[src/rtl/tt_mul_pkg.sv]
// rtl/tt_mul_pkg.sv - shared constants and FSM state type for the multiplier operand loader
package tt_mul_pkg;

  // Default operand width; operands are assembled one byte at a time
  localparam int WIDTH_DEFAULT = 32;

  // Loader FSM states; the encoding is visible on the debug pins
  typedef enum logic [1:0] {
    LOAD_A = 2'd0,
    LOAD_B = 2'd1,
    ISSUE  = 2'd2
  } state_t;

  // Number of bytes making up one operand of the given width
  function automatic int bytes_of(input int width);
    return width / 8;
  endfunction

endpackage

[src/rtl/pin_sync_edge.sv]
// rtl/pin_sync_edge.sv - multi-flop pin synchroniser with registered rising-edge pulse
module pin_sync_edge #(
  parameter int STAGES = 2
) (
  input  logic clk,
  input  logic rst_n,
  input  logic din,
  output logic level,
  output logic rise
);

  logic [STAGES-1:0] sync_q;
  logic              level_d;

  // Shift the pin through the synchroniser and register a one-cycle pulse on 0->1
  always_ff @(posedge clk or negedge rst_n) begin
    if (!rst_n) begin
      sync_q  <= '0;
      level_d <= 1'b0;
      rise    <= 1'b0;
    end else begin
      sync_q  <= {sync_q[STAGES-2:0], din};
      level_d <= sync_q[STAGES-1];
      rise    <= sync_q[STAGES-1] & ~level_d;
    end
  end

  assign level = sync_q[STAGES-1];

endmodule

[src/rtl/mul_operand_loader.sv]
// rtl/mul_operand_loader.sv - assembles two operands from strobed pin bytes and issues them with valid/ready
module mul_operand_loader
  import tt_mul_pkg::*;
#(
  parameter int WIDTH       = WIDTH_DEFAULT,
  parameter int SYNC_STAGES = 2
) (
  input  logic             clk,
  input  logic             rst_n,
  input  logic             ena,
  input  logic [7:0]       byte_in,
  input  logic             byte_stb,
  input  logic             clr,
  output logic [WIDTH-1:0] op_a,
  output logic [WIDTH-1:0] op_b,
  output logic             op_valid,
  input  logic             op_ready,
  output logic [1:0]       state_o,
  output logic [1:0]       byte_idx,
  output logic             overrun
);

  // byte_idx is a 2-bit debug port, so operands hold at most four bytes
  localparam int         BYTES     = bytes_of(WIDTH);
  localparam logic [1:0] LAST_BYTE = 2'(BYTES - 1);

  logic       stb_evt;
  logic       clr_sync;
  logic       clr_rise_unused;
  logic [7:0] byte_pipe [SYNC_STAGES];
  logic [7:0] byte_sync;

  state_t           state_q, state_n;
  logic [1:0]       idx_q, idx_n;
  logic [WIDTH-1:0] op_a_n, op_b_n;
  logic             valid_n, overrun_n;

  pin_sync_edge #(.STAGES(SYNC_STAGES)) u_stb_sync (
    .clk   (clk),
    .rst_n (rst_n),
    .din   (byte_stb),
    .level (),
    .rise  (stb_evt)
  );

  pin_sync_edge #(.STAGES(SYNC_STAGES)) u_clr_sync (
    .clk   (clk),
    .rst_n (rst_n),
    .din   (clr),
    .level (clr_sync),
    .rise  (clr_rise_unused)
  );

  // Delay the data byte by the synchroniser depth so it lines up with the strobe
  always_ff @(posedge clk or negedge rst_n) begin
    if (!rst_n) begin
      for (int i = 0; i < SYNC_STAGES; i++) byte_pipe[i] <= 8'h00;
    end else begin
      byte_pipe[0] <= byte_in;
      for (int i = 1; i < SYNC_STAGES; i++) byte_pipe[i] <= byte_pipe[i-1];
    end
  end

  assign byte_sync = byte_pipe[SYNC_STAGES-1];

  // FSM and datapath registers
  always_ff @(posedge clk or negedge rst_n) begin
    if (!rst_n) begin
      state_q  <= LOAD_A;
      idx_q    <= 2'd0;
      op_a     <= '0;
      op_b     <= '0;
      op_valid <= 1'b0;
      overrun  <= 1'b0;
    end else begin
      state_q  <= state_n;
      idx_q    <= idx_n;
      op_a     <= op_a_n;
      op_b     <= op_b_n;
      op_valid <= valid_n;
      overrun  <= overrun_n;
    end
  end

  // Next-state logic: clear beats enable, enable gates all FSM activity
  always_comb begin
    state_n   = state_q;
    idx_n     = idx_q;
    op_a_n    = op_a;
    op_b_n    = op_b;
    valid_n   = op_valid;
    overrun_n = overrun;
    if (clr_sync) begin
      state_n   = LOAD_A;
      idx_n     = 2'd0;
      valid_n   = 1'b0;
      overrun_n = 1'b0;
    end else if (ena) begin
      case (state_q)
        LOAD_A: begin
          if (stb_evt) begin
            op_a_n[8*idx_q +: 8] = byte_sync;
            if (idx_q == LAST_BYTE) begin
              idx_n   = 2'd0;
              state_n = LOAD_B;
            end else begin
              idx_n = idx_q + 2'd1;
            end
          end
        end
        LOAD_B: begin
          if (stb_evt) begin
            op_b_n[8*idx_q +: 8] = byte_sync;
            if (idx_q == LAST_BYTE) begin
              idx_n   = 2'd0;
              state_n = ISSUE;
              valid_n = 1'b1;
            end else begin
              idx_n = idx_q + 2'd1;
            end
          end
        end
        ISSUE: begin
          // Operands are frozen; any byte arriving now is dropped and flagged
          if (stb_evt) overrun_n = 1'b1;
          if (op_valid && op_ready) begin
            valid_n = 1'b0;
            state_n = LOAD_A;
            idx_n   = 2'd0;
          end
        end
        default: begin
          state_n = LOAD_A;
          idx_n   = 2'd0;
          valid_n = 1'b0;
        end
      endcase
    end
  end

  assign state_o  = state_q;
  assign byte_idx = idx_q;

endmodule

[config.mk]
export PLATFORM = sky130hd
export DESIGN_NAME = mul_operand_loader
export DESIGN_NICKNAME = d
export VERILOG_FILES = /design/src/rtl/tt_mul_pkg.sv /design/src/rtl/pin_sync_edge.sv /design/src/rtl/mul_operand_loader.sv
export SDC_FILE = /design/constraint.sdc
export NUM_CORES = 1
export LEC_CHECK = 0
export BUFFER_PORTS_ARGS = -buffer_cell sky130_fd_sc_hd__buf_2
export CAP_MARGIN = 10
export CORE_MARGIN = 2
export CORE_UTILIZATION = 26
export CTS_BUF_LIST = sky130_fd_sc_hd__clkbuf_8
export DETAILED_ROUTE_END_ITERATION = 12
export GPL_TIMING_DRIVEN = 0
export MAX_ROUTING_LAYER = met4
export PLACE_DENSITY = 0.55
export REMOVE_ABC_BUFFERS = 1
export SLEW_MARGIN = 10
export SYNTH_ARGS = -nofsm -noshare
export SYNTH_HDL_FRONTEND = slang
export SYNTH_SLANG_ARGS = --single-unit
[constraint.sdc]
create_clock -name clk -period 2.4 [get_ports clk]
set_clock_uncertainty 0.2 [all_clocks]
set_input_delay 0.36 -clock clk [delete_from_list [all_inputs] [get_ports clk]]
set_output_delay 0.36 -clock clk [all_outputs]
set_load 0.01 [all_outputs]
Yosys cells after proc, flatten, opt, wreduce, memory -nomap -nowiden
Index checks and enable logic that the tools add are counted.
Widths: inputs -> output; s select.
{"block": "word_totals", "input_bits": 14, "output_inout_bits": 70, "wordCells": 66, "regBits": 92}
{"block": "op_classes", "n_bitwise": 3, "muxes": 25, "addsub": 2, "reduce_logical": 12, "shifts": 2, "eq_ne": 10}
{"operator": "$bwmux 32", "n": 2}
{"operator": "$neg 5->34", "n": 1}
{"operator": "$shift 8x34->32 const A", "n": 1}
{"operator": "$shiftx 8x34->32", "n": 1}
{"operator": "$mux 2", "n": 11}
{"operator": "$mux 1", "n": 9}
{"operator": "$ne 3x1->1 const B", "n": 3}
{"operator": "$ne 3x2->1 const B", "n": 3}
{"operator": "$reduce_and 4->1", "n": 2}
{"operator": "$pmux 2 s3", "n": 1}
{"operator": "$reduce_and 3->1", "n": 2}
{"operator": "$reduce_and 6->1", "n": 1}
{"operator": "$reduce_bool 2->1", "n": 3}
{"operator": "$reduce_and 5->1", "n": 1}
{"operator": "$eq 2x2->1 const B", "n": 2}
{"operator": "$pmux 2 s2", "n": 1}
{"operator": "$pmux 1 s3", "n": 1}
{"operator": "$add 2x1->2 const B", "n": 1}
{"operator": "$eq 2x1->1 const B", "n": 1}
{"operator": "$logic_not 2->1", "n": 1}
{"operator": "$ne 2x1->1 const B", "n": 1}
{"operator": "$not 1->1", "n": 2}
{"operator": "$reduce_or 2->1", "n": 1}
{"operator": "$and 1x1->1", "n": 1}
{"operator": "$logic_and 1x1->1", "n": 1}

Depth between registers and ports, before layout
{"block": "depth", "ltp_word": 6, "depth_mapped": 6, "mapped_depth_nobuf": 5}

By module
From an unflattened synthesis, not the netlist that was laid out.
{"block": "unflattened", "hier_cells": 243, "hier_area_um2": 3754.9}
{"mod": "mul_operand_loader", "cells_per_inst": 233, "n_inst": 1, "area_per_inst_um2": 3527.1, "seq_area_each_um2": 2152.1}
{"mod": "pin_sync_edge", "cells_per_inst": 5, "n_inst": 2, "area_per_inst_um2": 113.9, "seq_area_each_um2": 100.1}

Worst setup path before layout
OpenSTA, ideal clock, no wires.
{"block": "synth_path", "path_kind": "register to register", "startpoint": "register idx_q[0] (netlist: byte_idx[0])", "endpoint": "register op_b[0]", "setup_slack_ns": 0.266, "n_path_buf": 0, "path_stages_with_launch": 6, "required_time_ns": 2.136, "setup_ns": 0.064, "period_less_slack_ns": 2.134, "t_arrival_ns": 1.870, "path_cell_list": "dfrtp_1 inv_1 ha_1 nor4bb_1 and2_1 mux2_4"}
{"block": "synth_between", "elab_chain_len": 3, "elab_cells_between_ends": 4, "cone_classes": "1 x add/sub; 2 x shift; 1 x mux"}
{"element": "start, declared", "line_no": "mul_operand_loader.sv:34", "source": "logic [1:0] idx_q, idx_n;"}
{"element": "start signal, assigned", "line_no": "mul_operand_loader.sv:77", "source": "idx_q <= idx_n;"}
{"element": "$neg 5->34 (*)", "line_no": "mul_operand_loader.sv:113", "source": "op_b_n[8*idx_q +: 8] = byte_sync;"}
{"element": "$shiftx 8x34->32 or $shift 8x34->32 (tied branches)", "line_no": "mul_operand_loader.sv:113"}
{"element": "$bwmux 32 (*)", "line_no": "mul_operand_loader.sv:113"}
{"element": "end signal, assigned", "line_no": "mul_operand_loader.sv:79", "source": "op_b <= op_b_n;"}
{"element": "end, declared", "line_no": "mul_operand_loader.sv:15", "source": "output logic [WIDTH-1:0] op_b,"}
Every way passes the cells marked *; elsewhere a longest branch is shown, timed or not.
A chain may end at the register's enable or synchronous reset.

Worst setup path after layout
{"block": "layout_path", "startpoint": "register idx_q[0] (netlist: byte_idx[0])", "endpoint": "register op_a[13]"}
{"block": "layout_between", "elab_chain_len": 3, "elab_cells_between_ends": 4, "cone_classes": "1 x add/sub; 2 x shift; 1 x mux"}
{"element": "$neg 5->34 (*)", "line_no": "mul_operand_loader.sv:102", "source": "op_a_n[8*idx_q +: 8] = byte_sync;"}
{"element": "$shiftx 8x34->32 or $shift 8x34->32 (tied branches)", "line_no": "mul_operand_loader.sv:102"}
{"element": "$bwmux 32 (*)", "line_no": "mul_operand_loader.sv:102"}
{"element": "end signal, assigned", "line_no": "mul_operand_loader.sv:78", "source": "op_a <= op_a_n;"}
{"element": "end, declared", "line_no": "mul_operand_loader.sv:14", "source": "output logic [WIDTH-1:0] op_a,"}
Marked as above.

==> results.md <==
* Status: finished, final reports clean
* Vias/cell at 4.22
* Vias at 2249
* Cell with the most instances after synthesis: dfrtp_1
* Initial antenna violation count at 0
* Largest cells by area after synthesis: dfrtp_1 59%, mux2_4 15%, mux2_1 7.0%
* Clock sink count at 92
* H-Tree Depth at 3
* Reg2reg path depth at 5
* DRT iter0 DRCs at 77
* Worst R2R End: op_a[13]
* Die Area at 15900 sq um
* Final hold violation count at 0
* Worst EP arrival at 2340 ps
* I/O pins at 84
* CP Data Required Time at 2470 ps
* Cell Area, Synth at 3880 sq um
* CP peak stage delay at 540 ps
* Buf+Inv Stages, Crit Path at 1
* Synthesized area per cell at 16.0 sq um
* CP max FO at 10
* Max-Cap Viols at 0
* Die span in x at 126 um
* Most used flip-flop cell after synthesis: dfrtp_1
* Post-Syn Instances at 243
* Final Slew Violations at 0
* VDD IR max at 311 uV
* Multi-input logic area at 1520 sq um
* Setup Viol. Count Final at 0
* Largest area contributor in the netlist: dfrtp_1
* EDFF count, synth at 0
* Worst path cell trace: inv_1 > ha_1 > and3b_1 > and3b_1 > mux2_4
* First-pass GRT wire length at 14200 um
* Reg2Reg Launch Point: byte_idx[0]
* CTS tree: done
* Hold Startpoint: ena
* Crit path top cell by count: and3b_1
* Cts bufs inserted at 9
* Worst-case clock buffer depth at 2
* Per-cell routed wire length at 17.1 um
* Diodes inserted at 0
* P&R area growth vs syn at 25.1%
* Crit Path Class: flip-flop to flip-flop
* Vias in the first global route at 2395
* List of most frequent post-synthesis cells: 92 x dfrtp_1, 40 x mux2_4, 28 x and2_1, 24 x mux2_1
* Fillers at 1425
* Starting Density at 0.266
* Routed Antenna Nets at 0
* Seq cells post-synth at 92
* Seq/Total Area, Yosys at 0.593
* Critical Path Source Type: flip-flop
* CORE AREA at 14600 sq um
* Pre-Repair DR Iteration Count at 4
* Reg area at 2300 sq um
* Relative slew slack at 0.622
* Hold endpoint: state_o[0]
* Fin crit period at 2270 ps
* Largest net degree at the start of global routing at 52
* Worst-Margin Slew at 567 ps
* Min Hold Slack at 84.1 ps
* Port Buf Inserts at 83
* Die Y at 126 um
* Crit path max-delay family: simple AND/OR/NAND/NOR gates
* Final worst slack at 133 ps
* Setup crit end kind: flip-flop
* Rows at 44
* Register clock-pin slew on the reported worst setup and hold paths at 90 ps
* PD cells at 626 nW/um^2
* Asr flop ratio synth at 1.00
* Grt total ovfl at 0
* DRC at 0
* Final-stage net count at 364
* Fraction of layout cells with a size suffix above 1 at 0.450
* Routability cong. at 0.765
* F_max at 441 MHz
* Reg-to-reg setup timing slack at 130 ps
* Total track usage at 0.123
* Hold-critical path depth at 2
* Clk root buf: clkbuf_8
* DP HPWL at 6180 um
* Top-area cell type share of the netlist area at 0.593
* Placement Setup Slack at -485 ps
* Slowest cell on crit path: dfrtp_2
* Leakage at 0.00263 uW
* Detailed Route WL at 9130 um
* Clk_lat worst skew at 370 ps
* Min-delay worst type: input pin to flip-flop
* Netlist cell types at 32
* Crit share post-route at 0.945
* Synth warnings at 0
* TNS Setup at 0 ps
==> how the worst max path moves through the flow <==
stage	cells past startpoint	start	end	slack, ps
final	5	byte_idx[0]	op_a[13]	130
after detailed placement	5	byte_idx[0]	op_b[1]	-480
after global placement	3	u_clr_sync.sync_q[1]	op_b[10]	-670
after CTS	5	byte_idx[0]	op_b[20]	-190
after global routing	5	byte_idx[0]	op_b[29]	-0.7
after floorplan	3	state_o[1]	op_b[10]	-300
==> stage by stage <==
step	instance area, sq um	total power [uW]	std cells	util
after global placement	4430	1890	502	0.304
after detailed placement	4480	1900	504	0.307
after floorplan	3790	1760	235	-
after CTS	4810	3080	531	0.330
after global routing	4860	3190	533	0.333
final	4860	3040	533	0.333
==> per-layer routing <==
metal,track usage,part of all wire
met2,0.172,0.45
met1,0.172,0.50
met5,-,0
met4,0.0407,0.014
met3,0.0340,0.043
==> where the power goes <==
| part | internal, uW | leakage (uW) | switching, uW |
|---|---|---|---|
| logic | 110 | 0.00130 | 121 |
| registers | 1610 | 0.00122 | 48.8 |
| clock network | 583 | 0.000107 | 569 |
| total | 2300 | 0.00263 | 738 |
==> cells in the final DEF, fill, tap and decap left out, types with 2 or more instances in the layout <==
cell type and instances:
bufinv_16 2, ha_1 5, clkbuf_8 9, nand2_1 3, and3b_1 6, a211oi_1 2
and3_4 3, nand3_1 2, a31oi_1 3, nor2b_1 2, mux2_4 40, a21oi_1 2
mux2_1 24, nor2_1 3, clkinvlp_4 2, and2_1 28, nor4bb_4 2, nand3b_4 3
buf_2 82, dlygate4sd3_1 11, buf_4 4, inv_1 4, dfrtp_1 91
==> logic make-up (layout without fill, tap and decap cells) <==
kind of cell	count (synthesis)	after routing	synth area share
AOI/OAI and AO/OA	12	12	0.0219
adders and majority gates	6	6	0.0193
buffers and inverters	11	117	0.0283
DFF	92	92	0.593
muxes	64	64	0.224
and+or+nand+nor	58	58	0.114
==> state kept, by name, indices dropped and copies added, names as in the netlist <==
name,cells
byte_pipe,8
op_valid,1
byte_idx,2
byte_sync,8
op_b,32
overrun,1
op_a,32
state_o,2
u_clr_sync.sync_q,2
u_stb_sync.sync_q,2
u_stb_sync.level_d,1
u_stb_sync.rise,1
==> repair_timing <==
item                                    CTS  global route
buffers inserted                          0             2
pin swaps                                 0             1
gates resized for setup                   2             6
cloned                                    0             0
hold endpoints to repair                 51             0
endpoints found under the setup margin   48            55
hold buffers                             11             0
==> area by class of cell <==
cell class,instances,area share
clock buffers,9,0.0255
clock inverters,7,0.0191
inverters,3,0.00232
multi-input cells,140,0.313
flip-flops and latches,92,0.474
well taps,184,0.0474
repair buffers,98,0.119
==> worst reg2reg max path: stages, from the launching register on <==
cell and delay, ps:
dfrtp_2 540, inv_1 160, ha_1 430, and3b_1 320, and3b_1 250, mux2_4 270
Power figures use the tool's default switching activity.
